**src/rtl/pe_int_dot.sv**
```systemverilog
`default_nettype none
// ==========================================================================
// pe_int_dot : weight-stationary processing element, signed int dot product
// Revision   : 1.0
// ==========================================================================
module pe_int_dot #(
  parameter int DATA_W     = 8,
  parameter int ACC_W      = 32,
  parameter int L_RAM_SIZE = 4,
  parameter int SAT        = 0
) (
  input  logic                      aclk,
  input  logic                      aresetn,
  input  logic                      ld_we,
  input  logic [L_RAM_SIZE-1:0]     ld_addr,
  input  logic signed [DATA_W-1:0]  ld_data,
  input  logic                      start,
  input  logic [L_RAM_SIZE:0]       len,
  input  logic signed [DATA_W-1:0]  ain,
  input  logic                      ain_valid,
  output logic                      ain_ready,
  output logic                      busy,
  output logic                      dvalid,
  output logic signed [ACC_W-1:0]   dout
);

  localparam int c_DEPTH = 2**L_RAM_SIZE;
  localparam int c_PW    = 2*DATA_W;
  localparam int c_SW    = ACC_W+1;

  localparam logic [1:0] c_IDLE  = 2'd0;
  localparam logic [1:0] c_RUN   = 2'd1;
  localparam logic [1:0] c_DRAIN = 2'd2;
  localparam logic [1:0] c_DONE  = 2'd3;

  localparam logic [L_RAM_SIZE:0]    c_NMAX    = {1'b1, {L_RAM_SIZE{1'b0}}};
  localparam logic [L_RAM_SIZE:0]    c_ONE     = {{L_RAM_SIZE{1'b0}}, 1'b1};
  localparam logic signed [ACC_W-1:0] c_ACC_MAX = {1'b0, {(ACC_W-1){1'b1}}};
  localparam logic signed [ACC_W-1:0] c_ACC_MIN = {1'b1, {(ACC_W-1){1'b0}}};

  logic [1:0]                r_state, w_state_nxt;
  logic signed [DATA_W-1:0]  r_ram [c_DEPTH];
  logic [L_RAM_SIZE:0]       r_n, r_idx, w_n;
  logic signed [DATA_W-1:0]  r_a, r_w;
  logic                      r_s1_vld, r_s2_vld;
  logic signed [c_PW-1:0]    r_prod;
  logic signed [ACC_W-1:0]   r_acc, w_acc_nxt;
  logic signed [ACC_W:0]     w_sum;
  logic                      w_start_acc, w_beat, w_last, w_we;
  logic [L_RAM_SIZE-1:0]     w_addr;

  assign w_n         = (len > c_NMAX) ? c_NMAX : len;
  assign w_start_acc = (r_state == c_IDLE) && start;
  assign w_we        = (r_state == c_IDLE) && ld_we;
  assign w_beat      = ain_valid && ain_ready;
  assign w_last      = w_beat && (r_idx == r_n - c_ONE);
  // Single port: loads only happen in IDLE, reads only in RUN.
  assign w_addr      = w_we ? ld_addr : r_idx[L_RAM_SIZE-1:0];

  always_ff @(posedge aclk) begin : p_state
    if (!aresetn) r_state <= c_IDLE;
    else          r_state <= w_state_nxt;
  end

  always_comb begin : p_next
    w_state_nxt = r_state;
    case (r_state)
      c_IDLE:  if (start) w_state_nxt = (w_n == '0) ? c_DONE : c_RUN;
      c_RUN:   if (w_last) w_state_nxt = c_DRAIN;
      // Stage 3 retires the final product on the same edge that leaves DRAIN.
      c_DRAIN: if (!r_s1_vld) w_state_nxt = c_DONE;
      default: w_state_nxt = c_IDLE;
    endcase
  end

  always_comb begin : p_out
    ain_ready = 1'b0;
    busy      = 1'b1;
    case (r_state)
      c_IDLE:  busy = 1'b0;
      c_RUN:   ain_ready = 1'b1;
      default: ;
    endcase
  end

  // RAM contents deliberately survive reset.
  always_ff @(posedge aclk) begin : p_ram
    if (w_we)   r_ram[w_addr] <= ld_data;
    if (w_beat) r_w <= r_ram[w_addr];
  end

  assign w_sum = c_SW'(r_acc) + c_SW'(r_prod);

  generate
    if (SAT != 0) begin : g_sat
      always_comb begin
        w_acc_nxt = w_sum[ACC_W-1:0];
        if (w_sum[ACC_W] != w_sum[ACC_W-1])
          w_acc_nxt = w_sum[ACC_W] ? c_ACC_MIN : c_ACC_MAX;
      end
    end else begin : g_wrap
      assign w_acc_nxt = w_sum[ACC_W-1:0];
    end
  endgenerate

  always_ff @(posedge aclk) begin : p_dp
    if (!aresetn) begin
      r_n      <= '0;
      r_idx    <= '0;
      r_a      <= '0;
      r_s1_vld <= 1'b0;
      r_s2_vld <= 1'b0;
      r_prod   <= '0;
      r_acc    <= '0;
      dvalid   <= 1'b0;
      dout     <= '0;
    end else begin
      r_s1_vld <= w_beat;
      r_s2_vld <= r_s1_vld;
      if (w_beat) begin
        r_a   <= ain;
        r_idx <= r_idx + c_ONE;
      end
      if (r_s1_vld) r_prod <= c_PW'(r_a) * c_PW'(r_w);
      if (w_start_acc) begin
        r_n   <= w_n;
        r_idx <= '0;
        r_acc <= '0;
      end else if (r_s2_vld) begin
        r_acc <= w_acc_nxt;
      end
      dvalid <= (r_state == c_DONE);
      if (r_state == c_DONE) dout <= r_acc;
    end
  end

endmodule
`default_nettype wire

```
**config.mk**
```make
export PLATFORM = sky130hd
export DESIGN_NAME = pe_int_dot
export DESIGN_NICKNAME = d
export VERILOG_FILES = /design/src/rtl/pe_int_dot.sv
export SDC_FILE = /design/constraint.sdc
export NUM_CORES = 1
export LEC_CHECK = 0
export BUFFER_PORTS_ARGS = -buffer_cell sky130_fd_sc_hd__clkbuf_2
export CAP_MARGIN = 20
export CORE_MARGIN = 4
export CORE_UTILIZATION = 46
export DETAILED_ROUTE_END_ITERATION = 7
export GPL_ROUTABILITY_DRIVEN = 0
export HOLD_SLACK_MARGIN = 0.06
export PLACE_DENSITY = 0.72
export SLEW_MARGIN = 20
export SYNTH_ARGS = -nofsm -noshare
export SYNTH_HDL_FRONTEND = slang
export SYNTH_SLANG_ARGS = --single-unit
export TNS_END_PERCENT = 30
```
**constraint.sdc**
```tcl
create_clock -name aclk -period 6.7 [get_ports aclk]
set_clock_uncertainty 0.1 [all_clocks]
set_input_delay 0.335 -clock aclk [delete_from_list [all_inputs] [get_ports aclk]]
set_output_delay 0.335 -clock aclk [all_outputs]
set_load 0.005 [all_outputs]
```
==> results.txt, run 1 <==
initial DRC count: 441
antenna violations before repair: 0
CP Capture Type: register
CP Class: reg -> reg
Remaining Overflow, GRT: 0
status: finished, final reports clean
crit path time final: 4.97 ns
leak pwr: 5.78 nW
final instance area: 14,800 sq um
Clock Tree Root: clkbuf_16
die width: 178 um
RSZ-0062 raised after global routing: false
post-placement cell count: 1,563
worst setup path end: r_prod[14]
EDFF count, synth: 136
Final #Nets: 1,375
ANT cells: 0
CTS Buf Count: 25
Non-Filler Instances: 1,617
final setup vio count: 0
Core Area: 28,100 sq um
RR Startpoint: r_w[4]
I/O pin total: 65
DRT Pass-1 Iters: 4
Die Y: 178 um
startpoint type of the worst setup path: register
power consumption: 4.15 mW
Hold Slack: 0.105 ns
Mapped Cells: 1,152
Clock Power Share: 31.0%
DRC Markers: 0
f_max: 0.201 GHz
Mapped Area: 13,300 sq um
postcts setup bufs: 0
TritonCTS clock tree: done
vias in the first global route: 8,761
CTS HTree Levels: 1
setup TNS: 0 ns
maximum vdd drop: 241 uV
GR Util All Layers: 17.5%
R2R Path End: r_prod[14]
max-slew violations: 0
Distinct cells, synth: 62
Seq cells post-synth: 239
Post-Syn Nets: 1,304
Routed Antenna Nets: 0
Sw Share: 31.1%
most common cell after layout, fill and taps aside: edfxtp_1
clock slew at reported path FFs: 0.06 ns
R2R cell count: 18
sequential-to-total area share from yosys stat: 46.4%
initial core utilization: 47.2%
sw power: 1.29 mW
yosys warns: 0
combinational fraction of design power: 28.2%
row cnt: 61
crit-path cells: and2_1 > fa_1 > inv_1 > fa_1 > inv_1 > fa_1 > inv_1 > fa_1 > inv_1 > ha_1 > o21ai_0 > a21boi_1 > o21ai_0 > a21boi_0 > o21ai_0 > a21oi_1 > or4b_1 > nand4_1
Avg Inst Size Synth: 11.5 sq um
wirelength, routed: 26,600 um
critical path arrival: 5.34 ns
share of layout cells above drive strength 1: 12.6%
Max FO, Critical Path: 8
Final Util: 52.8%
hold crit path type: in -> reg
CTS Buffer Depth: 3
Final Hold Vio Count: 0
Critical path origin: r_w[4]
Wirelength per Cell: 16.5 um
Seq pwr share: 40.8%
Layout area overhead: 11.9%
Final Cycle Share: 74.2%
Synth async-reset ratio: 0%
clock latency at the later pin of the worst-skew pair: 0.54 ns
Slew Limit Headroom: 28.9%
via count: 8,438
Worst R2R Setup Slack: 1.73 ns
most frequent cells in the layout: edfxtp_1, inv_1, dfxtp_1
Place WS: 1.75 ns
hpwl dp: 19,500 um
ys flop type: edfxtp_1
Critical Path Max Stage Delay: 0.53 ns
CTS sink cnt: 239
drt via density: 5.22
first-pass GRT wire length: 44,400 um
Int Pwr: 2.86 mW
max_cap viols: 0
Critical Path RT: 7.07 ns
I/O Buffers: 64
Tightest Pin Transition: 1.07 ns
worst setup slack after layout: 1.73 ns
placed cell areas: 14,000 sq um
Slowest-stage cell, CP: fa_1
die area: 31,600 sq um
PwrDens: 280 nW/um^2
largest net degree at the start of global routing: 72
==> how the worst min path moves through the flow <==
stage | endpoint | from | depth (start not counted)
2_1_floorplan | r_ram[0][0] | ld_data[0] | 0
6_report | r_n[1] | len[4] | 4
3_5_place_dp | r_prod[0] | r_prod[0] | 2
3_3_place_gp | r_acc[25] | r_acc[25] | 2
5_1_grt | r_n[1] | len[4] | 4
4_1_cts | r_n[1] | len[4] | 4
==> power groups by stage <==
stage	Clock [mW]	Sequential, mW	Combinational (mW)
3_5_place_dp	0	1.72	1.17
3_3_place_gp	0	1.72	1.15
2_1_floorplan	0	1.69	0.926
4_1_cts	1.32	1.69	1.18
5_1_grt	1.38	1.70	1.34
6_report	1.29	1.69	1.17
==> what timing repair did <==
| action | in CTS | in global routing |
|---|---|---|
| hold endpoints to repair | 10 | 0 |
| hold buffers | 11 | 0 |
| resized for setup | 0 | 0 |
==> flip-flops by register name (all words and copies together), names as in the netlist <==
signal and flops:
r_a 8, r_prod 16, dvalid 1, r_state 2, r_n 5, r_s2_vld 1
dout 32, r_s1_vld 1, r_w 8, r_acc 32, r_ram 128, r_idx 5
==> worst max-delay path: cells and delay by family (launching register included) <==
family	cells	cell delay, ns
fa+ha+maj	5	2.38
flops	1	0.48
buf+inv	4	0.19
compound gates	6	0.94
simple gates	3	0.80
==> synthesized netlist by cell type (all sizes together) (5+ instances only) <==
cell	n	area share, %
buf	9	0.37
a31oi	11	0.52
ha	66	6.2
inv	105	3.0
and2	55	2.6
nor2b	49	2.3
dfxtp	103	16
nor2	68	1.9
a21oi	34	1.3
nand3b	8	0.45
nand2	94	2.7
xor2	20	1.3
xnor2	28	1.8
nand3	18	0.68
nor3	10	0.38
a21o	14	0.79
fa	56	8.5
clkbuf	28	0.79
o21ai	36	1.4
mux4	32	5.4
mux2i	63	4.9
edfxtp	136	31
nand2b	12	0.57
a211oi	14	0.83
nand4	13	0.61
nor3b	5	0.28
a21boi	16	0.91
==> per-layer routing <==
layer,wire [um],track usage [%],vias up
met2,13400,31.3,117
met1,11600,22.4,4086
met5,0,0,-
met4,731,4.48,0
met3,905,2.36,51
li1,-,-,4184
==> cell families after synthesis <==
family	after synthesis	share of synthesized area (%)
compound gates	155	7.75
fa+ha+maj	122	14.7
buf+inv	142	4.13
xor+xnor	48	3.17
mux	96	10.4
simple gates	350	13.5
flops	239	46.4
==> final cells by class <==
type / count / area (sq um)
clock buffers: 30 / 644
clock inverters: 13 / 111
fillers: 2442 / 13200
inverters: 105 / 394
multi-input cells: 771 / 6590
flip-flops and latches: 239 / 6150
well taps: 378 / 473
repair buffers: 81 / 475
Note: power is estimated with default switching activity, not from simulation.
==> run 2, diff against run 1 <==
- ABC_AREA: unset -> 1
- clock period: 6.7 -> 4.9 ns (I/O delays scaled with it)
==> run 2 against run 1 <==
  * Core utilization decreased by 0.56 points
  * Cell area increased by 4.4%
  * Register-to-register slack got worse by 1.4 ns
  * Via count increased by 29%
  * Sequential power increased by 45%
  * Area after synthesis increased by 4.2%
  * Die area increased by 4.0%
  * Power increased by 76%
  * Routed wire length increased by 21%
  * Non-clock buffer count increased by 11
  * Maximum frequency increased by 9.6%
==> results.txt, run 2 <==
hold crit path type: in -> reg
setup TNS: 0 ns (unchanged)
Avg Inst Size Synth: 8.43 sq um (-27%)
f_max: 0.220 GHz (+9.6%)
CP Capture Type: register
crit-path cells: nand2_1 > inv_1 > fa_1 > inv_1 > fa_1 > inv_1 > fa_1 > inv_1 > fa_1 > inv_1 > ha_1 > nand2_1 > nor3_1 > nand3_1 > nand3_1 > inv_1 > nand2_1 > nand3_1 > nand2_1 > inv_1
Tightest Pin Transition: 0.993 ns (-0.0734 ns)
Top reg by flops: r_ram
TritonCTS clock tree: done
crit path time final: 4.54 ns (-0.435 ns)
Core Area: 29,600 sq um (+5.5%)
Die Y: 181 um (+2.0%)
post-placement cell count: 2,045 (+31%)
cell seen most often among critical-path stages: inv_1
Remaining Overflow, GRT: 0 (unchanged)
met2 usage: 33.8% (+2.5 points)
row cnt: 63 (+3.3%)
final setup vio count: 0 (unchanged)
max-slew violations: 0 (unchanged)
met3 Track Usage GR: 3.26% (+0.90 points)
most common cell after layout, fill and taps aside: nand2_1
post-synth top area cell: edfxtp_1
Largest regs: r_ram (128), dout (32), r_acc (32)
CP Class: reg -> reg
Clock Tree Root: clkbuf_16
EDFF count, synth: 136 (unchanged)
Wirelength per Cell: 15.3 um (-7.4%)
Top delay family on crit path: adder cells
I/O Buffers: 64 (unchanged)
share of layout cells above drive strength 1: 7.55% (-5.0 points)
clock latency at the later pin of the worst-skew pair: 0.54 ns (about the same)
leak pwr: 7.36 nW (+27%)
startpoint type of the worst setup path: register
die area: 32,900 sq um (+4.0%)
Routed Antenna Nets: 0 (unchanged)
cell with the most instances after synthesis: nand2_1
antenna violations before repair: 0 (unchanged)
wirelength, routed: 32,200 um (+21%)
DRT Pass-1 Iters: 5 (+1)
Critical Path RT: 5.24 ns (-1.83 ns)
Synth async-reset ratio: 0% (unchanged)
initial core utilization: 46.6% (-0.58 points)
Critical Path Max Stage Delay: 0.60 ns (+0.07 ns)
via count: 10,900 (+29%)
I/O pin total: 65 (unchanged)
CTS Buffer Depth: 3 (unchanged)
yosys warns: 0 (unchanged)
most frequent cells in the layout: nand2_1, inv_1, nor2_1
Final Cycle Share: 92.6% (+18 points)
status: finished, final reports clean
vias in the first global route: 10,700 (+23%)
met1 usage: 24.8% (+2.4 points)
top area cells in the synthesized netlist: edfxtp_1, dfxtp_1, nand2_1
Slew Limit Headroom: 33.7% (+4.8 points)
hpwl dp: 23,500 um (+21%)
sequential-to-total area share from yosys stat: 44.5% (-1.9 points)
busiest grt layer: met2
clock slew at reported path FFs: 0.06 ns (about the same)
Final #Nets: 1,856 (+35%)
CP Buf/Inv Count: 7 (+3)
PostCTS Resize Cnt: 0 (unchanged)
Max FO, Critical Path: 5 (-3)
Mapped Cells: 1,639 (+42%)
area share of the largest cell type after synthesis: 29.5% (-1.3 points)
initial DRC count: 721 (+63%)
max reg flops: 128 (unchanged)
top post-synthesis cells by count: nand2_1, inv_1, nor2_1, edfxtp_1, dfxtp_1
RSZ-0062 raised after global routing: false
Mapped Area: 13,800 sq um (+4.2%)
CTS sink cnt: 239 (unchanged)
CTS HTree Levels: 1 (unchanged)
CTS Buf Count: 25 (unchanged)
drt via density: 5.17 (-0.89%)
die width: 181 um (+2.0%)
first-pass GRT wire length: 53,000 um (+19%)
Non-Filler Instances: 2,112 (+31%)
largest net degree at the start of global routing: 63 (-13%)
PwrDens: 471 nW/um^2 (+68%)
Distinct cells, synth: 39 (-37%)
GR Util All Layers: 19.4% (+2.0 points)
power consumption: 7.30 mW (+76%)
Layout area overhead: 12.1%
Slowest-stage cell, CP: fa_1
critical path arrival: 4.88 ns (-0.46 ns)
ys flop type: edfxtp_1
ANT cells: 0 (unchanged)
Post-Syn Nets: 1,791 (+37%)
max_cap viols: 0 (unchanged)
maximum vdd drop: 375 uV (+55%)
Final Hold Vio Count: 0 (unchanged)
Seq cells post-synth: 239 (unchanged)
DRC Markers: 0 (unchanged)
==> run 2: cell types whose count changed after synthesis, moves of 49 or more <==
cell,delta
nor2_1,+151
mux2i_1,-62
and2_1,-53
o21ai_0,+62
a22oi_1,+63
nand2_1,+247
nor2b_1,-49
inv_1,+169
==> run 2: area by class of cell <==
class	count	area, sq um
well taps	390	488
repair buffers	92	578
clock inverters	17	205
clock buffers	28	637
inverters	280	1050
fillers	2769	14100
flip-flops and latches	239	6150
multi-input cells	1066	6390
==> run 2: cell families after synthesis <==
logic type,after synthesis,synth area share [%]
simple gates,673,19.9
buf+inv,334,9.32
compound gates,241,10.3
flops,239,44.5
fa+ha+maj,122,14.1
xor+xnor,30,1.90
==> run 2: worst paths after layout <==
kind,end,startpoint,slack [ns],depth (start not counted)
setup / recovery,r_prod[15],r_w[2],0.36,20
hold / removal,r_ram[4][6],ld_data[6],0.06,1
hold reg to reg,dout[4],r_acc[4],0.39,2
setup reg to reg,r_prod[15],r_w[2],0.36,20
==> run 2: report_power, final <==
part | switching, mW | leakage (nW) | internal (mW)
clock network | 0.806 | 0.404 | 1.15
registers | 0.143 | 2.06 | 2.31
logic | 1.87 | 4.89 | 1.01
total | 2.82 | 7.36 | 4.48
==> run 2: what timing repair did <==
item / in CTS / in global routing
setup endpoints to repair: 0 / 3
setup buffers: 0 / 3
endpoints found under the hold margin: 20 / 0
hold buffers: 19 / 0
==> run 2: layer usage <==
metal / part of all wire (%) / routed length [um]
met1: 42 / 13600
met2: 48 / 15600
met3: 5.8 / 1860
met4: 3.5 / 1140
met5: 0 / 0
==> run 2: worst reg2reg max path: cells and delay by family, from the launching register on <==
kind	cells	cell delay (ns)
buffers and inverters	7	0.45
DFF	1	0.40
and+or+nand+nor	8	0.93
adders and majority gates	5	2.54
==> run 2: stage by stage <==
stage	area, sq um	hold slack [ns]	setup slack [ns]	util [%]
after floorplan	13800	0.244	0.568	-
after global placement	14400	0.371	0.361	48.7
after detailed placement	14400	0.378	0.245	48.7
after CTS	15500	0.0606	0.225	52.2
after global routing	15500	0.0878	0.0833	52.3
final	15500	0.0646	0.362	52.3
==> run 3, diff against run 2 <==
- ABC_AREA: 1 -> unset
- CORE_UTILIZATION: 46 -> 62
- PLACE_DENSITY: 0.72 -> 0.89
==> run 3 against run 2 <==
  * Setup slack got worse by 0.21 ns
  * Clock-buffer cell count increased by 1
  * Cell area decreased by 2.5%
  * Routed wire length decreased by 8.8%
  * Sequential share of layout area increased by 1.1 points
  * Core utilization increased by 20 points
==> results.txt, run 3 (synthesis gave the netlist of run 1 again) <==
status: finished, final reports clean
Max FO, Critical Path: 5 (unchanged)
critical path arrival: 5.03 ns (+0.15 ns)
CTS HTree Levels: 1 (unchanged)
Core Area: 21,000 sq um (-29%)
most frequent cells in the layout: edfxtp_1, inv_1, dfxtp_1
f_max: 0.210 GHz (-4.5%)
ANT cells: 0 (unchanged)
Worst R2R Setup Slack: 0.15 ns (-0.21 ns)
CP Depth: 18 (-10%)
CP Capture Type: register
crit path time final: 4.75 ns (+0.215 ns)
Final Cycle Share: 97.0% (+4.4 points)
clock slew at reported path FFs: 0.06 ns (about the same)
I/O Buffers: 64 (unchanged)
first-pass GRT wire length: 46,600 um (-12%)
Tightest Pin Transition: 1.07 ns (+0.0761 ns)
hold crit path type: in -> reg
Critical Path RT: 5.17 ns (-0.07 ns)
initial core utilization: 63.1% (+16 points)
via count: 9,155 (-16%)
max reg flops: 128 (unchanged)
antenna violations before repair: 0 (unchanged)
Remaining Overflow, GRT: 0 (unchanged)
cell seen most often among critical-path stages: fa_1
Slowest-stage cell, CP: fa_1
hpwl dp: 20,100 um (-14%)
post-placement cell count: 1,478 (-28%)
Die Y: 154 um (-15%)
die width: 154 um (-15%)
Top delay family on crit path: adder cells
Non-Filler Instances: 1,547 (-27%)
Clock Tree Root: clkbuf_16
crit-path cells: and2_4 > fa_1 > inv_1 > fa_1 > inv_2 > fa_1 > inv_1 > fa_1 > inv_1 > ha_4 > buf_4 > nand2b_1 > a21boi_2 > o211ai_1 > nand3_1 > o41a_1 > xnor2_1 > a21oi_1
die area: 23,800 sq um (-28%)
row cnt: 53 (-16%)
share of layout cells above drive strength 1: 16.4% (+8.9 points)
CTS Buffer Depth: 3 (unchanged)
max_cap viols: 0 (unchanged)
clock latency at the later pin of the worst-skew pair: 0.53 ns (about the same)
DRT Pass-1 Iters: 5 (unchanged)
largest net degree at the start of global routing: 72 (+14%)
startpoint type of the worst setup path: register
Largest regs: r_ram (128), dout (32), r_acc (32)
DRC Markers: 0 (unchanged)
R2R cell count: 18 (-10%)
leak pwr: 5.98 nW (-19%)
worst hold path cell count: 4 (+3)
vias in the first global route: 9,279 (-14%)
Top reg by flops: r_ram
drt via density: 5.92 (+14%)
Routed Antenna Nets: 0 (unchanged)
RSZ-0062 raised after global routing: true
wirelength, routed: 29,400 um (-8.8%)
Final Hold Vio Count: 0 (unchanged)
CTS sink cnt: 239 (unchanged)
Slew Limit Headroom: 28.7% (-5.0 points)
Layout area overhead: 13.9%
maximum vdd drop: 362 uV (-3.3%)
max-slew violations: 0 (unchanged)
TritonCTS clock tree: done
Final #Nets: 1,406 (-24%)
initial DRC count: 868 (+20%)
CTS Buf Count: 24 (-4.0%)
GR Util All Layers: 24.1% (+4.7 points)
CP Class: reg -> reg
Critical Path Max Stage Delay: 0.53 ns (-0.07 ns)
CP Buf/Inv Count: 5 (-2)
placed cell areas: 14,000 sq um (-3.3%)
final setup vio count: 0 (unchanged)
Wirelength per Cell: 19.0 um (+25%)
most common cell after layout, fill and taps aside: edfxtp_1
PwrDens: 393 nW/um^2 (-17%)
I/O pin total: 65 (unchanged)
final instance area: 15,100 sq um (-2.5%)
==> run 3: changes by cell type in the layout (fill, tap and decap cells not counted), sizes merged, moves of 16 or more <==
cell    change
nor2      -157
and2       +53
nand3      -41
o21ai      -61
mux2i      +63
inv       -175
a21oi      -25
buf        +26
nand2     -248
mux4       +32
a21boi     +16
nor2b      +49
a22oi      -63
xnor2      +18
==> run 3: report_power, final <==
part | switching, mW | internal, mW
sequential | 0.0849 | 2.22
combinational | 1.04 | 0.838
clock | 0.775 | 0.980
total | 1.89 | 4.04
==> run 3: tightest hold or removal path: cells and delay by family <==
kind | cells | cell delay [ns]
and+or+nand+nor | 2 | 0.20
AOI/OAI and AO/OA | 1 | 0.12
buffers and inverters | 1 | 0.10
==> run 3: path summary, 6_finish.rpt <==
| kind | from | endpoint |
|---|---|---|
| worst max-delay path | r_w[4] | r_prod[15] |
| worst min-delay path | len[1] | r_n[1] |
| worst max register to register | r_w[4] | r_prod[15] |
| worst min register to register | r_prod[0] | r_prod[0] |
==> run 3: per-stage QoR <==
stage	worst slack [ns]	TNS (ns)	hold slack [ns]	power [mW]	utilization, %
floorplan	0.228	0	0.244	3.58	-
global placement	0.0629	0	0.370	3.94	66.4
detailed placement	-0.0477	-0.0477	0.381	4.02	66.4
CTS	0.0221	0	0.0650	5.80	70.8
global route	-0.0107	-0.0107	0.0705	6.26	71.8
finish	0.147	0	0.0807	5.94	71.8
==> run 3: repair_timing <==
item,4_1_cts,5_1_grt
hold buffers,14,0
pin swaps,0,17
endpoints found under the hold margin,14,0
endpoints found under the setup margin,1,4
setup buffers,3,7
resized for setup,3,34
==> run 3: final cells by class <==
cell class / count / area, sq um
clock buffer: 29 / 629
clock inverter: 15 / 129
fill: 1313 / 5920
inverter: 105 / 397
multi-input combinational: 771 / 6700
sequential: 239 / 6150
tap: 275 / 344
timing repair buffer: 113 / 751
==> run 3: layer usage <==
layer	GRT usage, %	wire length (um)	vias to the layer above	part of all wire [%]
met3	3.61	1860	80	6.3
met1	31.1	11400	4491	39
met5	0	0	-	0
li1	-	-	4233	-
met4	7.74	1020	0	3.5
met2	42.4	15100	351	51
